**src/rtl/tc_spi_master.sv**
```systemverilog
// SPI read-only master for a MAX31855-style thermocouple converter.
// Captures one 32-bit frame per request; CLK_DIV sets the SCLK half-period and CS setup/gap length.
`timescale 1ns/1ps
module tc_spi_master #(
   parameter int unsigned CLK_DIV = 2
) (
   input  logic        clk,
   input  logic        rst,
   input  logic        spi_ena,
   input  logic        miso,
   output logic        sclk,
   output logic        cs_n,
   output logic        spi_not_busy,
   output logic [31:0] spi_rx_data,
   output logic        rx_valid
);

   localparam int unsigned DW = 32;
   localparam int unsigned CW = 8;
   localparam int unsigned BW = 5;
   localparam logic [CW-1:0] DIV_LAST = CW'(CLK_DIV - 1);
   localparam logic [BW-1:0] BIT_LAST = BW'(DW - 1);

   typedef enum logic [1:0] {
      ST_IDLE  = 2'd0,
      ST_SETUP = 2'd1,
      ST_SHIFT = 2'd2,
      ST_GAP   = 2'd3
   } state_e;

   state_e        state_q, state_d;
   logic [CW-1:0] div_q, div_d;
   logic [BW-1:0] bit_q, bit_d;
   logic          sclk_q, sclk_d;
   logic          cs_n_q, cs_n_d;
   logic          not_busy_q, not_busy_d;
   logic          rx_valid_q, rx_valid_d;
   logic [DW-1:0] shift_q, shift_d;
   logic [DW-1:0] rx_data_q, rx_data_d;
   logic          phase_end;

   assign phase_end = (div_q == DIV_LAST);

   // State and output registers
   always_ff @(posedge clk or negedge rst) begin
      if (!rst) begin
         state_q    <= ST_IDLE;
         div_q      <= '0;
         bit_q      <= '0;
         sclk_q     <= 1'b0;
         cs_n_q     <= 1'b1;
         not_busy_q <= 1'b1;
         rx_valid_q <= 1'b0;
         shift_q    <= '0;
         rx_data_q  <= '0;
      end else begin
         state_q    <= state_d;
         div_q      <= div_d;
         bit_q      <= bit_d;
         sclk_q     <= sclk_d;
         cs_n_q     <= cs_n_d;
         not_busy_q <= not_busy_d;
         rx_valid_q <= rx_valid_d;
         shift_q    <= shift_d;
         rx_data_q  <= rx_data_d;
      end
   end

   // Next state, phase divider and bit counter
   always_comb begin
      state_d = state_q;
      div_d   = div_q;
      bit_d   = bit_q;
      case (state_q)
         ST_IDLE: begin
            div_d = '0;
            bit_d = '0;
            if (spi_ena) state_d = ST_SETUP;
         end
         ST_SETUP: begin
            if (phase_end) begin
               div_d   = '0;
               state_d = ST_SHIFT;
            end else begin
               div_d = CW'(div_q + CW'(1));
            end
         end
         ST_SHIFT: begin
            if (phase_end) begin
               div_d = '0;
               // A bit ends with its high phase
               if (sclk_q) begin
                  if (bit_q == BIT_LAST) state_d = ST_GAP;
                  else                   bit_d   = BW'(bit_q + BW'(1));
               end
            end else begin
               div_d = CW'(div_q + CW'(1));
            end
         end
         ST_GAP: begin
            if (phase_end) begin
               div_d   = '0;
               state_d = ST_IDLE;
            end else begin
               div_d = CW'(div_q + CW'(1));
            end
         end
         default: begin
            state_d = ST_IDLE;
            div_d   = '0;
            bit_d   = '0;
         end
      endcase
   end

   // Registered output values, derived from the state being entered
   always_comb begin
      sclk_d     = 1'b0;
      cs_n_d     = 1'b1;
      not_busy_d = 1'b0;
      rx_valid_d = 1'b0;
      shift_d    = shift_q;
      rx_data_d  = rx_data_q;
      case (state_d)
         ST_IDLE:  not_busy_d = 1'b1;
         ST_SETUP: cs_n_d = 1'b0;
         ST_SHIFT: begin
            cs_n_d = 1'b0;
            if (state_q == ST_SHIFT) begin
               sclk_d = sclk_q ^ phase_end;
               if (phase_end && !sclk_q) shift_d = {shift_q[DW-2:0], miso};
            end
         end
         ST_GAP: begin
            if (state_q == ST_SHIFT) begin
               rx_valid_d = 1'b1;
               rx_data_d  = shift_q;
            end
         end
         default: not_busy_d = 1'b1;
      endcase
   end

   assign sclk         = sclk_q;
   assign cs_n         = cs_n_q;
   assign spi_not_busy = not_busy_q;
   assign rx_valid     = rx_valid_q;
   assign spi_rx_data  = rx_data_q;

endmodule

```
**config.mk**
```make
export PLATFORM = sky130hd
export DESIGN_NAME = tc_spi_master
export DESIGN_NICKNAME = d
export VERILOG_FILES = /design/src/rtl/tc_spi_master.sv
export SDC_FILE = /design/constraint.sdc
export NUM_CORES = 1
export LEC_CHECK = 0
export ABC_AREA = 1
export BUFFER_PORTS_ARGS = -buffer_cell sky130_fd_sc_hd__buf_2
export CAP_MARGIN = 5
export CORE_MARGIN = 8
export CORE_UTILIZATION = 50
export CTS_BUF_LIST = sky130_fd_sc_hd__clkbuf_16
export CTS_CLUSTER_SIZE = 24
export DETAILED_ROUTE_END_ITERATION = 8
export GPL_ROUTABILITY_DRIVEN = 1
export MAX_ROUTING_LAYER = met4
export PLACE_DENSITY = 0.75
export SLEW_MARGIN = 20
export SYNTH_ARGS = -nofsm -noshare
export SYNTH_HDL_FRONTEND = slang
export SYNTH_SLANG_ARGS = --single-unit
```
**constraint.sdc**
```tcl
create_clock -name clk -period 2.3 [get_ports clk]
set_clock_uncertainty 0.1 [all_clocks]
set_input_delay 0.46 -clock clk [delete_from_list [all_inputs] [get_ports clk]]
set_output_delay 0.46 -clock clk [all_outputs]
set_load 0.01 [all_outputs]
```
==> results.py, run 1 <==
metrics = {
    "outcome": {
        "outcome": "finished, final reports clean",
    },
    "grt": {
        "grt_max_degree": 51,
        "grt.total_usage": 0.162,
        "antenna_found_initial": 0,
        "grt_pass1_wl_um": 12600,
        "globalRouteOverflowTotal": 0,
        "first_global_vias": 2692,
    },
    "critical_path": {
        "cp_max_fo": 32,
        "r2r_end": "shift_q[16]$_DFFE_PN0P_",
        "crit_arrival_ns": 2.26,
        "critical-path-slowest-cell": "dfrtp_1",
        "worstSetupStartpointType": "register",
        "critPathCaptureType": "register",
        "crit_required_ns": 2.42,
        "r2r_slack_ns": 0.16,
        "r2r_cells": 10,
        "crit_type": "register to register",
        "max_stage_delay_ns": 0.41,
        "r2r_start": "div_q[1]$_DFF_PN0_",
        "path_cells": "inv_1 -> ha_1 -> nand2_2 -> nor2_8 -> ha_1 -> inv_1 -> nor2_2 -> nand3_4 -> nand2_1 -> nand2_1",
    },
    "logic_synthesis": {
        "synth.cell_area_um2": 3570,
        "syn_inst": 393,
        "synthTopCellsByArea": "dfrtp_1 57%, nand2_1 18%, nand4_1 5.8%",
        "avgSynthCellArea_um2": 9.08,
        "yosysSeqAreaShare": 0.583,
        "ys.flop_type": "dfrtp_1",
        "ys_warn_count": 0,
        "synth_top_area_cell": "dfrtp_1",
        "syn-num-nets": 403,
        "synth_async_sr_flop_share": 1.00,
        "yosysTopAreaCellShare": 0.568,
        "synth_seq_cells": 83,
        "synth_cell_types": 26,
        "synth-edff-count": 0,
    },
    "worst_hold_path": {
        "hold_path_depth": 3,
        "hp-start": "miso",
        "hp-class": "input pin to register",
        "min_to": "shift_q[0]$_DFFE_PN0P_",
    },
    "clock_network": {
        "clock-sinks": 83,
        "cts_buffers": 9,
        "cts_setup_buffers": 0,
        "clock_latency_ns": 0.34,
        "cts.repair.resized": 0,
        "clockRootBuffer": "clkbuf_16",
        "htreeDepth": 3,
        "hold_buffers": 1,
        "clockBufferDepth": 2,
        "path_clk_slew_ns": 0.06,
        "cts_tree": "yes",
    },
    "floorplanning": {
        "coreArea_um2": 6870,
        "rows": 30,
        "initial_core_util": 0.519,
        "pin_count": 40,
        "die_w_um": 100,
        "dieArea_um2": 10100,
        "die_h_um": 100,
    },
    "finish": {
        "fillers": 570,
        "num_antenna_cells": 0,
        "syn_to_final_growth_pct": 18.1,
        "drive_gt1_frac": 0.209,
        "fin_nets": 445,
    },
    "place": {
        "place_congestion": 0.808,
        "place_ws_ns": 0.179,
        "dp_hpwl_um": 4830,
        "port_buffers": 39,
    },
    "pwr": {
        "p_per_area_nw_per_um2": 1120,
        "p_int_w": 0.00305,
        "p_comb_frac": 0.282,
        "pwr-share-clk": 0.353,
        "worst_ir_drop_vdd_mv": 0.903,
        "p_leak_nw": 2.38,
        "p_sw_w": 0.00165,
        "p_seq_frac": 0.365,
        "switching_share": 0.350,
    },
    "timing": {
        "max_freq_mhz": 467,
        "period_minus_slack_ns": 2.14,
        "final-setup-viol-count": 0,
        "max_slew_margin": 0.701,
        "setup_ws_ns": 0.157,
        "report.final.slew_viol_count": 0,
        "tightest_slew_ns": 0.449,
        "rsz0062_at_grt": "no",
        "hold_viol_final": 0,
        "final.setup.tns_ns": 0,
        "fin_crit_sh": 0.932,
    },
    "flow_run": {
        "drv_cap": 0,
    },
    "detailed_routing": {
        "vias": 2714,
        "routed_wl_um": 7300,
        "drc": 0,
        "first_pass_iters": 4,
        "drt-initial-drc-count": 179,
        "viasPerCell": 5.06,
        "wl_per_cell_um": 13.6,
        "detail-route-antenna-nets": 0,
    },
}
[worst max path at each step]
stage / startpoint / to / slack [ns] / depth (start not counted)
CTS: div_q[1]$_DFF_PN0_ / shift_q[16]$_DFFE_PN0P_ / 0.16 / 10
global placement: bit_q[0]$_DFFE_PN0P_ / spi_rx_data[19]$_DFFE_PN0P_ / 0.29 / 11
global route: div_q[1]$_DFF_PN0_ / shift_q[16]$_DFFE_PN0P_ / 0.002 / 10
detailed placement: div_q[1]$_DFF_PN0_ / shift_q[30]$_DFFE_PN0P_ / 0.18 / 10
floorplan: div_q[1]$_DFF_PN0_ / shift_q[10]$_DFFE_PN0P_ / 0.43 / 10
finish: div_q[1]$_DFF_PN0_ / shift_q[16]$_DFFE_PN0P_ / 0.16 / 10
[worst max-delay path, delay by kind of cell, from the launching register on]
kind,cells,cell delay (ns)
adder cells (fa/ha/maj),2,0.33
flip-flops,1,0.41
buffers and inverters,2,0.12
AND/OR/NAND/NOR,6,1.05
[registers in the layout (all words and copies together) (netlist names)]
signal and count:
spi_not_busy 1, bit_q 5, cs_n 1, div_q 8, state_q 2, sclk 1
rx_valid 1, spi_rx_data 32, shift_q 32
[Yosys cell counts, types with 4 or more instances]
library cell and number:
nand4_1 33, inv_2 4, buf_2 10, nor2_1 17, ha_1 6, nand3_1 8, nor2_2 4, dfrtp_1 81
nand2_2 13, inv_1 17, nand2_1 171
[through the flow]
stage                     cell area [um2]  instances  hold WS [ns]  power, W   util
final                                4210        536         0.285   0.00470  0.613
after global routing                 4210        536         0.297   0.00496  0.613
after detailed placement             3850        519         0.342   0.00306  0.561
after floorplan                      3570        393        0.0644   0.00272      -
after CTS                            4210        536         0.276   0.00473  0.613
after global placement               3850        519         0.333   0.00303  0.561
[per-layer routing]
metal,wire length (um),up-vias,GRT usage,part of all wire
li1,-,1342,-,-
met1,3410,1294,0.199,0.47
met2,3390,64,0.240,0.47
met3,355,14,0.0497,0.049
met4,137,0,0.0721,0.019
met5,0,-,-,0
[cell type report]
class,count,area [um2],area share
clock inverter,7,123,0.0291
timing repair buffer,49,288,0.0683
inverter,21,78.8,0.0187
clock buffer,9,225,0.0535
sequential,83,2080,0.494
multi-input combinational,271,1300,0.308
tap,96,120,0.0285
[power groups by stage]
stage / Clock (W) / Combinational, W / Sequential (W)
after detailed placement: 0 / 0.00132 / 0.00174
after floorplan: 0 / 0.000985 / 0.00174
after CTS: 0.00169 / 0.00133 / 0.00171
after global routing: 0.00175 / 0.00149 / 0.00172
final: 0.00166 / 0.00133 / 0.00171
after global placement: 0 / 0.00130 / 0.00173
[cell usage in the layout (no fill, tap or decap), drive strengths merged, types with 2 or more instances in the layout]
master,count
a21oi,3
buf,48
bufinv,3
clkbuf,9
clkinvlp,2
dfrtp,81
dfstp,2
ha,6
inv,23
nand2,184
nand3,11
nand4,33
nor2,23
nor3,2
o21ai,3
xor2,2
[logic make-up (layout without fill, tap and decap cells)]
logic type               count (synthesis)  in the layout  synth area share
XOR/XNOR                                 2              2           0.00491
flip-flops                              83             83             0.583
AND/OR/NAND/NOR                        254            254             0.323
AO/OA/AOI/OAI                            9              9            0.0147
buffers and inverters                   39             86            0.0530
adder cells (fa/ha/maj)                  6              6            0.0210
Power figures use the tool's default switching activity.
==> inputs of run 2 (changes only) <==
--- a/config.mk
+++ b/config.mk
@@ -5,7 +5,6 @@
 export SDC_FILE = /design/constraint.sdc
 export NUM_CORES = 1
 export LEC_CHECK = 0
-export ABC_AREA = 1
 export BUFFER_PORTS_ARGS = -buffer_cell sky130_fd_sc_hd__buf_2
 export CAP_MARGIN = 5
 export CORE_MARGIN = 8
@@ -16,6 +15,7 @@
 export GPL_ROUTABILITY_DRIVEN = 1
 export MAX_ROUTING_LAYER = met4
 export PLACE_DENSITY = 0.75
+export REMOVE_ABC_BUFFERS = 1
 export SLEW_MARGIN = 20
 export SYNTH_ARGS = -nofsm -noshare
 export SYNTH_HDL_FRONTEND = slang
==> run 2 against run 1 <==
Against the previous run: the run now ends with setup timing left; largest cell class unchanged; core utilization grew 6.8 points; clock power fell by 17%; total power decreased by 11%.
==> results.py, run 2 <==
metrics = {
    "finish": {
        "fillers": 455,
        "drive_gt1_frac": 0.514,
        "layout_commonest_cell": "dfrtp_1",
        "multi_input_area_um2": 1510,
        "syn_to_final_growth_pct": 32.0,
        "fin_nets": 324,
        "seq_area_um2": 2080,
        "num_antenna_cells": 0,
        "final_cell_mix": "81 x dfrtp_1, 61 x mux2_4, 38 x buf_2",
    },
    "timing": {
        "report.final.slew_viol_count": 0,
        "final-setup-viol-count": 64,
        "tightest_slew_ns": 0.369,
        "max_freq_mhz": 404,
        "hold_viol_final": 0,
        "setup_ws_ns": -0.177,
        "rsz0062_at_grt": "yes",
        "fin_crit_sh": 1.08,
        "period_minus_slack_ns": 2.48,
        "max_slew_margin": 0.751,
    },
    "critical_path": {
        "critical-path-slowest-cell": "or4_4",
        "crit_type": "register to register",
        "worstSetupStartpointType": "register",
        "critPathCaptureType": "register",
        "cp_num_buf_inv": 2,
        "r2r_slack_ns": -0.18,
        "crit_required_ns": 2.42,
        "r2r_start": "div_q[6]$_DFF_PN0_",
        "r2r_end": "spi_rx_data[20]$_DFFE_PN0P_",
        "path_cells": "or4_4 -> buf_4 -> or4_4 -> clkbuf_16 -> mux2_4",
        "cp_max_fo": 8,
        "cp_top_family": "simple AND/OR/NAND/NOR gates",
        "crit_arrival_ns": 2.59,
        "r2r_cells": 5,
        "crit_path_frequent_cell": "or4_4",
        "max_stage_delay_ns": 0.62,
    },
    "worst_hold_path": {
        "hp-start": "miso",
        "hp-class": "input pin to register",
        "hold_path_depth": 2,
        "min_to": "shift_q[0]$_DFFE_PN0P_",
    },
    "logic_synthesis": {
        "synth.area.mux_share": 0.237,
        "synthSimpleGateAreaFrac": 0.0671,
        "syn_inst": 237,
        "yosysSeqAreaShare": 0.594,
        "synth_async_sr_flop_share": 1.00,
        "synth_top_area_cell": "dfrtp_1",
        "synth_most_common_cell": "dfrtp_1",
        "synth-compound-area-share": 0.0443,
        "synthAdderAreaFrac": 0.0214,
        "avgSynthCellArea_um2": 14.8,
        "synth-xor-area-share": 0.0125,
        "synth-edff-count": 0,
        "synth.cell_area_um2": 3500,
        "ys_warn_count": 0,
        "synth_commonest_cells": "81 x dfrtp_1, 35 x mux2_2, 29 x mux2_4",
        "synth_seq_cells": 83,
        "ys.flop_type": "dfrtp_1",
        "synth_cell_types": 37,
        "yosysTopAreaCellShare": 0.579,
        "synth_top_family_by_area": "multiplexers",
        "synthTopCellsByArea": "dfrtp_1 58%, mux2_4 12%, mux2_2 11%",
    },
    "detailed_routing": {
        "drt-initial-drc-count": 179,
        "routed_wl_um": 7860,
        "viasPerCell": 5.41,
        "m1WireLength_um": 3480,
        "wl_met2_um": 3920,
        "route.met3.wl_um": 344,
        "first_pass_iters": 4,
        "detail-route-antenna-nets": 0,
        "vias": 2236,
        "wl_per_cell_um": 19.0,
        "top_layer": "met4",
        "drc": 0,
    },
    "outcome": {
        "outcome": "finished, violations left",
        "violations": "setup timing",
    },
    "clock_network": {
        "htreeDepth": 3,
        "clock_latency_ns": 0.33,
        "path_clk_slew_ns": 0.07,
        "cts_tree": "yes",
        "clock-sinks": 83,
        "clockBufferDepth": 2,
        "clockRootBuffer": "clkbuf_16",
        "cts_buffers": 9,
    },
    "pwr": {
        "p_per_area_nw_per_um2": 908,
        "p_int_w": 0.00299,
        "finalPower_w": 0.00420,
        "switching_share": 0.287,
        "p_leak_nw": 2.41,
        "p_seq_frac": 0.398,
        "pwr-share-clk": 0.329,
        "worst_ir_drop_vdd_mv": 0.531,
        "p_comb_frac": 0.273,
        "p_sw_w": 0.00120,
    },
    "floorplanning": {
        "dieArea_um2": 9940,
        "die_w_um": 99.7,
        "rows": 30,
        "initial_core_util": 0.516,
        "pin_count": 40,
        "coreArea_um2": 6790,
        "die_h_um": 99.7,
    },
    "place": {
        "place_ws_ns": -0.272,
        "port_buffers": 39,
        "dp_hpwl_um": 4390,
        "place_congestion": 0.849,
    },
    "grt": {
        "grt_max_degree": 41,
        "grt_pass1_wl_um": 12400,
        "antenna_found_initial": 0,
        "globalRouteOverflowTotal": 0,
        "first_global_vias": 2379,
        "grt.total_usage": 0.163,
    },
    "flow_run": {
        "drv_cap": 0,
    },
}
[run 2: changes by cell type in the layout (fill, tap and decap cells not counted), moves of 4 or more]
cell      delta
buf_4       +18
inv_1       -12
mux2_4      +61
nand2_1    -162
nand2_2     -13
nand4_1     -30
nor2_1      -12
nor2_2       -4
o311ai_0     +6
[run 2: power groups by stage]
stage	Sequential, W	Combinational (W)	Clock [W]
after floorplan	0.00174	0.000416	0
after global placement	0.00169	0.000848	0
after detailed placement	0.00169	0.000880	0
after CTS	0.00167	0.00106	0.00139
after global routing	0.00168	0.00124	0.00145
final	0.00167	0.00115	0.00138
[run 2: routing by layer]
metal  up-vias  GRT usage
met3        11     0.0419
met2        47      0.261
li1       1008          -
met1      1170      0.196
met4         0     0.0547
met5         -          -
[run 2: how the worst max path moves through the flow]
stage | slack, ns | to | cells after the start | start
after floorplan | -2.30 | shift_q[0]$_DFFE_PN0P_ | 8 | div_q[1]$_DFF_PN0_
after global placement | -0.22 | spi_rx_data[31]$_DFFE_PN0P_ | 6 | div_q[1]$_DFF_PN0_
after detailed placement | -0.27 | spi_rx_data[19]$_DFFE_PN0P_ | 6 | div_q[1]$_DFF_PN0_
after CTS | -0.14 | shift_q[21]$_DFFE_PN0P_ | 8 | div_q[6]$_DFF_PN0_
after global routing | -0.21 | shift_q[30]$_DFFE_PN0P_ | 10 | div_q[1]$_DFF_PN0_
final | -0.18 | spi_rx_data[20]$_DFFE_PN0P_ | 5 | div_q[6]$_DFF_PN0_
[run 2: worst register-to-register path: cells and delay by family, from the launching register on]
| kind | cells | cell delay (ns) |
|---|---|---|
| and+or+nand+nor | 2 | 1.18 |
| buffers and inverters | 2 | 0.39 |
| DFF | 1 | 0.38 |
| muxes | 1 | 0.31 |
[run 2: layout make-up]
class / instances / area share
multi-input combinational: 138 / 0.325
tap: 96 / 0.0260
clock inverter: 5 / 0.0119
clock buffer: 9 / 0.0487
timing repair buffer: 76 / 0.134
inverter: 6 / 0.00487
sequential: 83 / 0.450
[run 2: per-stage QoR]
stage          setup TNS [ns]  std cells   util  instance area (um2)  hold WS, ns
5_1_grt                -12.02        413  0.681                 4630        0.283
6_report                -9.34        413  0.681                 4630        0.284
3_5_place_dp           -15.77        385  0.587                 3990        0.283
2_1_floorplan          -95.37        227      -                 3440       0.0644
3_3_place_gp           -12.02        385  0.587                 3990        0.277
4_1_cts                 -7.15        410  0.663                 4500        0.279
[run 2: timing repair]
| item | CTS | global route |
|---|---|---|
| hold buffers | 1 | 0 |
| hold endpoints to repair | 21 | 0 |
| gates cloned | 3 | 2 |
| buffers inserted | 7 | 1 |
| endpoints found under the setup margin | 64 | 64 |
| pin swaps | 2 | 4 |
| resized for setup | 27 | 18 |
[run 2: cell families (layout without fill, tap and decap cells)]
logic type	after synthesis	after routing
flip-flops	83	83
multiplexers	64	64
AND/OR/NAND/NOR	42	42
AO/OA/AOI/OAI	21	21
buffers and inverters	16	96
adder cells (fa/ha/maj)	6	6
XOR/XNOR	5	5
==> inputs of run 3 (changes only) <==
--- a/config.mk
+++ b/config.mk
@@ -8,13 +8,14 @@
 export BUFFER_PORTS_ARGS = -buffer_cell sky130_fd_sc_hd__buf_2
 export CAP_MARGIN = 5
 export CORE_MARGIN = 8
-export CORE_UTILIZATION = 50
+export CORE_UTILIZATION = 57
 export CTS_BUF_LIST = sky130_fd_sc_hd__clkbuf_16
 export CTS_CLUSTER_SIZE = 24
 export DETAILED_ROUTE_END_ITERATION = 8
 export GPL_ROUTABILITY_DRIVEN = 1
+export HOLD_SLACK_MARGIN = 0.15
 export MAX_ROUTING_LAYER = met4
-export PLACE_DENSITY = 0.75
+export PLACE_DENSITY = 0.83
 export REMOVE_ABC_BUFFERS = 1
 export SLEW_MARGIN = 20
 export SYNTH_ARGS = -nofsm -noshare
==> run 3 against run 2 <==
Against the previous run: the flow still finishes with violations (setup timing); total power increased by 2.0%; hold slack got worse by 0.0059 ns; sequential share of layout area decreased by 0.19 points; global-route usage increased by 1.5 points; wire length increased by 12%; non-clock buffer count increased by 3; sequential power about the same; die area decreased by 10%; first-iteration DRC count increased by 7.3%.
==> results.py, run 3 (synthesized netlist as in run 2, its figures left out) <==
metrics = {
    "finish": {
        "stdcell_count": 397,
        "seq_area_um2": 2080,
        "multi_input_area_um2": 1510,
        "num_antenna_cells": 0,
        "fillers": 300,
        "final_cell_mix": "81 x dfrtp_1, 56 x mux2_4, 38 x buf_2",
        "drive_gt1_frac": 0.534,
        "fin_nets": 327,
        "syn_to_final_growth_pct": 32.6,
        "layout_commonest_cell": "dfrtp_1",
    },
    "detailed_routing": {
        "first_pass_iters": 5,
        "viasPerCell": 5.87,
        "drt-initial-drc-count": 192,
        "vias": 2331,
        "drc": 0,
        "detail-route-antenna-nets": 0,
        "wl_per_cell_um": 22.2,
        "routed_wl_um": 8800,
    },
    "critical_path": {
        "r2r_start": "div_q[5]$_DFF_PN0_",
        "critical-path-slowest-cell": "or4_4",
        "cp_top_family": "simple AND/OR/NAND/NOR gates",
        "crit_type": "register to register",
        "critPathCaptureType": "register",
        "cp.depth": 8,
        "crit_arrival_ns": 2.61,
        "r2r_cells": 8,
        "crit_start": "div_q[5]$_DFF_PN0_",
        "r2r_end": "shift_q[31]$_DFFE_PN0P_",
        "worstSetupStartpointType": "register",
        "path_cells": "or4_4 -> nor2_4 -> ha_2 -> inv_2 -> a311oi_4 -> buf_4 -> clkbuf_16 -> mux2_2",
        "cp_max_fo": 8,
        "r2r_slack_ns": -0.19,
        "crit_required_ns": 2.42,
        "max_stage_delay_ns": 0.57,
        "cp_num_buf_inv": 3,
        "endpoint": "shift_q[31]$_DFFE_PN0P_",
    },
    "timing": {
        "final-setup-viol-count": 64,
        "max_freq_mhz": 401,
        "tightest_slew_ns": 0.674,
        "period_minus_slack_ns": 2.49,
        "fin_crit_sh": 1.08,
        "setup_ws_ns": -0.191,
        "hold_viol_final": 0,
        "final.setup.tns_ns": -8.98,
        "max_slew_margin": 0.551,
        "report.final.slew_viol_count": 0,
        "rsz0062_at_grt": "yes",
    },
    "floorplanning": {
        "rows": 28,
        "dieArea_um2": 8910,
        "die_w_um": 94.4,
        "initial_core_util": 0.592,
        "pin_count": 40,
        "die_h_um": 94.4,
        "coreArea_um2": 5920,
    },
    "worst_hold_path": {
        "hp-class": "input pin to register",
    },
    "pwr": {
        "p_per_area_nw_per_um2": 922,
        "finalPower_w": 0.00428,
        "p_leak_nw": 2.41,
        "worst_ir_drop_vdd_mv": 0.694,
    },
    "clock_network": {
        "clockBufferDepth": 2,
        "path_clk_slew_ns": 0.06,
        "clockRootBuffer": "clkbuf_16",
        "cts_buffers": 9,
        "cts_tree": "yes",
        "clock_latency_ns": 0.34,
        "clock-sinks": 83,
        "htreeDepth": 3,
    },
    "flow_run": {
        "drv_cap": 0,
    },
    "place": {
        "port_buffers": 39,
        "place_congestion": 0.785,
        "dp_hpwl_um": 4420,
        "placed_cells": 367,
    },
    "grt": {
        "grt_pass1_wl_um": 11900,
        "grt_max_degree": 53,
        "antenna_found_initial": 0,
        "grt.total_usage": 0.178,
        "globalRouteOverflowTotal": 0,
        "first_global_vias": 2323,
    },
    "outcome": {
        "outcome": "finished, violations left",
        "violations": "setup timing",
    },
}
==> run 3: cell count changes in the layout (fill, tap and decap cells not counted), sizes merged <==
| cell | delta |
|---|---|
| clkinvlp | +2 |
| inv | +1 |
| buf | +1 |
| clkinv | -1 |
| clkbuf | +2 |
==> run 3: final cells by class <==
| class | count | share of cell area |
|---|---|---|
| Clock buffer | 9 | 0.0485 |
| Clock inverter | 7 | 0.0159 |
| Inverter | 6 | 0.00485 |
| Multi-Input combinational cell | 138 | 0.324 |
| Sequential cell | 83 | 0.448 |
| Tap cell | 75 | 0.0202 |
| Timing Repair Buffer | 79 | 0.139 |
==> run 3: worst min path at each step <==
stage               cells past startpoint                        from  slack, ns                           to
floorplan                               0                         rst       0.06         bit_q[0]$_DFFE_PN0P_
global route                            2                        miso       0.27       shift_q[0]$_DFFE_PN0P_
CTS                                     2                        miso       0.28       shift_q[0]$_DFFE_PN0P_
global placement                        1     shift_q[31]$_DFFE_PN0P_       0.39  spi_rx_data[31]$_DFFE_PN0P_
detailed placement                      1  spi_rx_data[2]$_DFFE_PN0P_       0.39   spi_rx_data[2]$_DFFE_PN0P_
finish                                  2                        miso       0.28       shift_q[0]$_DFFE_PN0P_
==> run 3: per-stage QoR <==
step                area (um2)   util  hold slack (ns)  setup slack [ns]
floorplan                 3440      -           0.0644             -2.30
global placement          3980  0.673            0.387            -0.173
detailed placement        3980  0.673            0.393            -0.225
CTS                       4370  0.739            0.278            -0.171
global route              4650  0.785            0.274            -0.254
finish                    4650  0.785            0.279            -0.191
==> run 3: repair_timing <==
item	4_1_cts	5_1_grt
hold endpoints to repair	49	0
pin swaps	2	5
gates cloned	1	5
hold buffers	1	0
setup endpoints to repair	64	64
gates resized for setup	12	37
buffers inserted	2	6
==> run 3: report_power, final <==
| group | leakage [nW] | switching [W] | total, W | internal (W) |
|---|---|---|---|---|
| clock | 0.136 | 0.000615 | 0.00146 | 0.000845 |
| sequential | 1.14 | 0.0000848 | 0.00168 | 0.00160 |
| combinational | 1.14 | 0.000583 | 0.00114 | 0.000557 |
==> run 3: per-layer routing <==
metal  GRT usage  wire length (um)
met5           -                 0
met4      0.0859               261
met3      0.0397               467
met2       0.277              4480
met1       0.215              3590
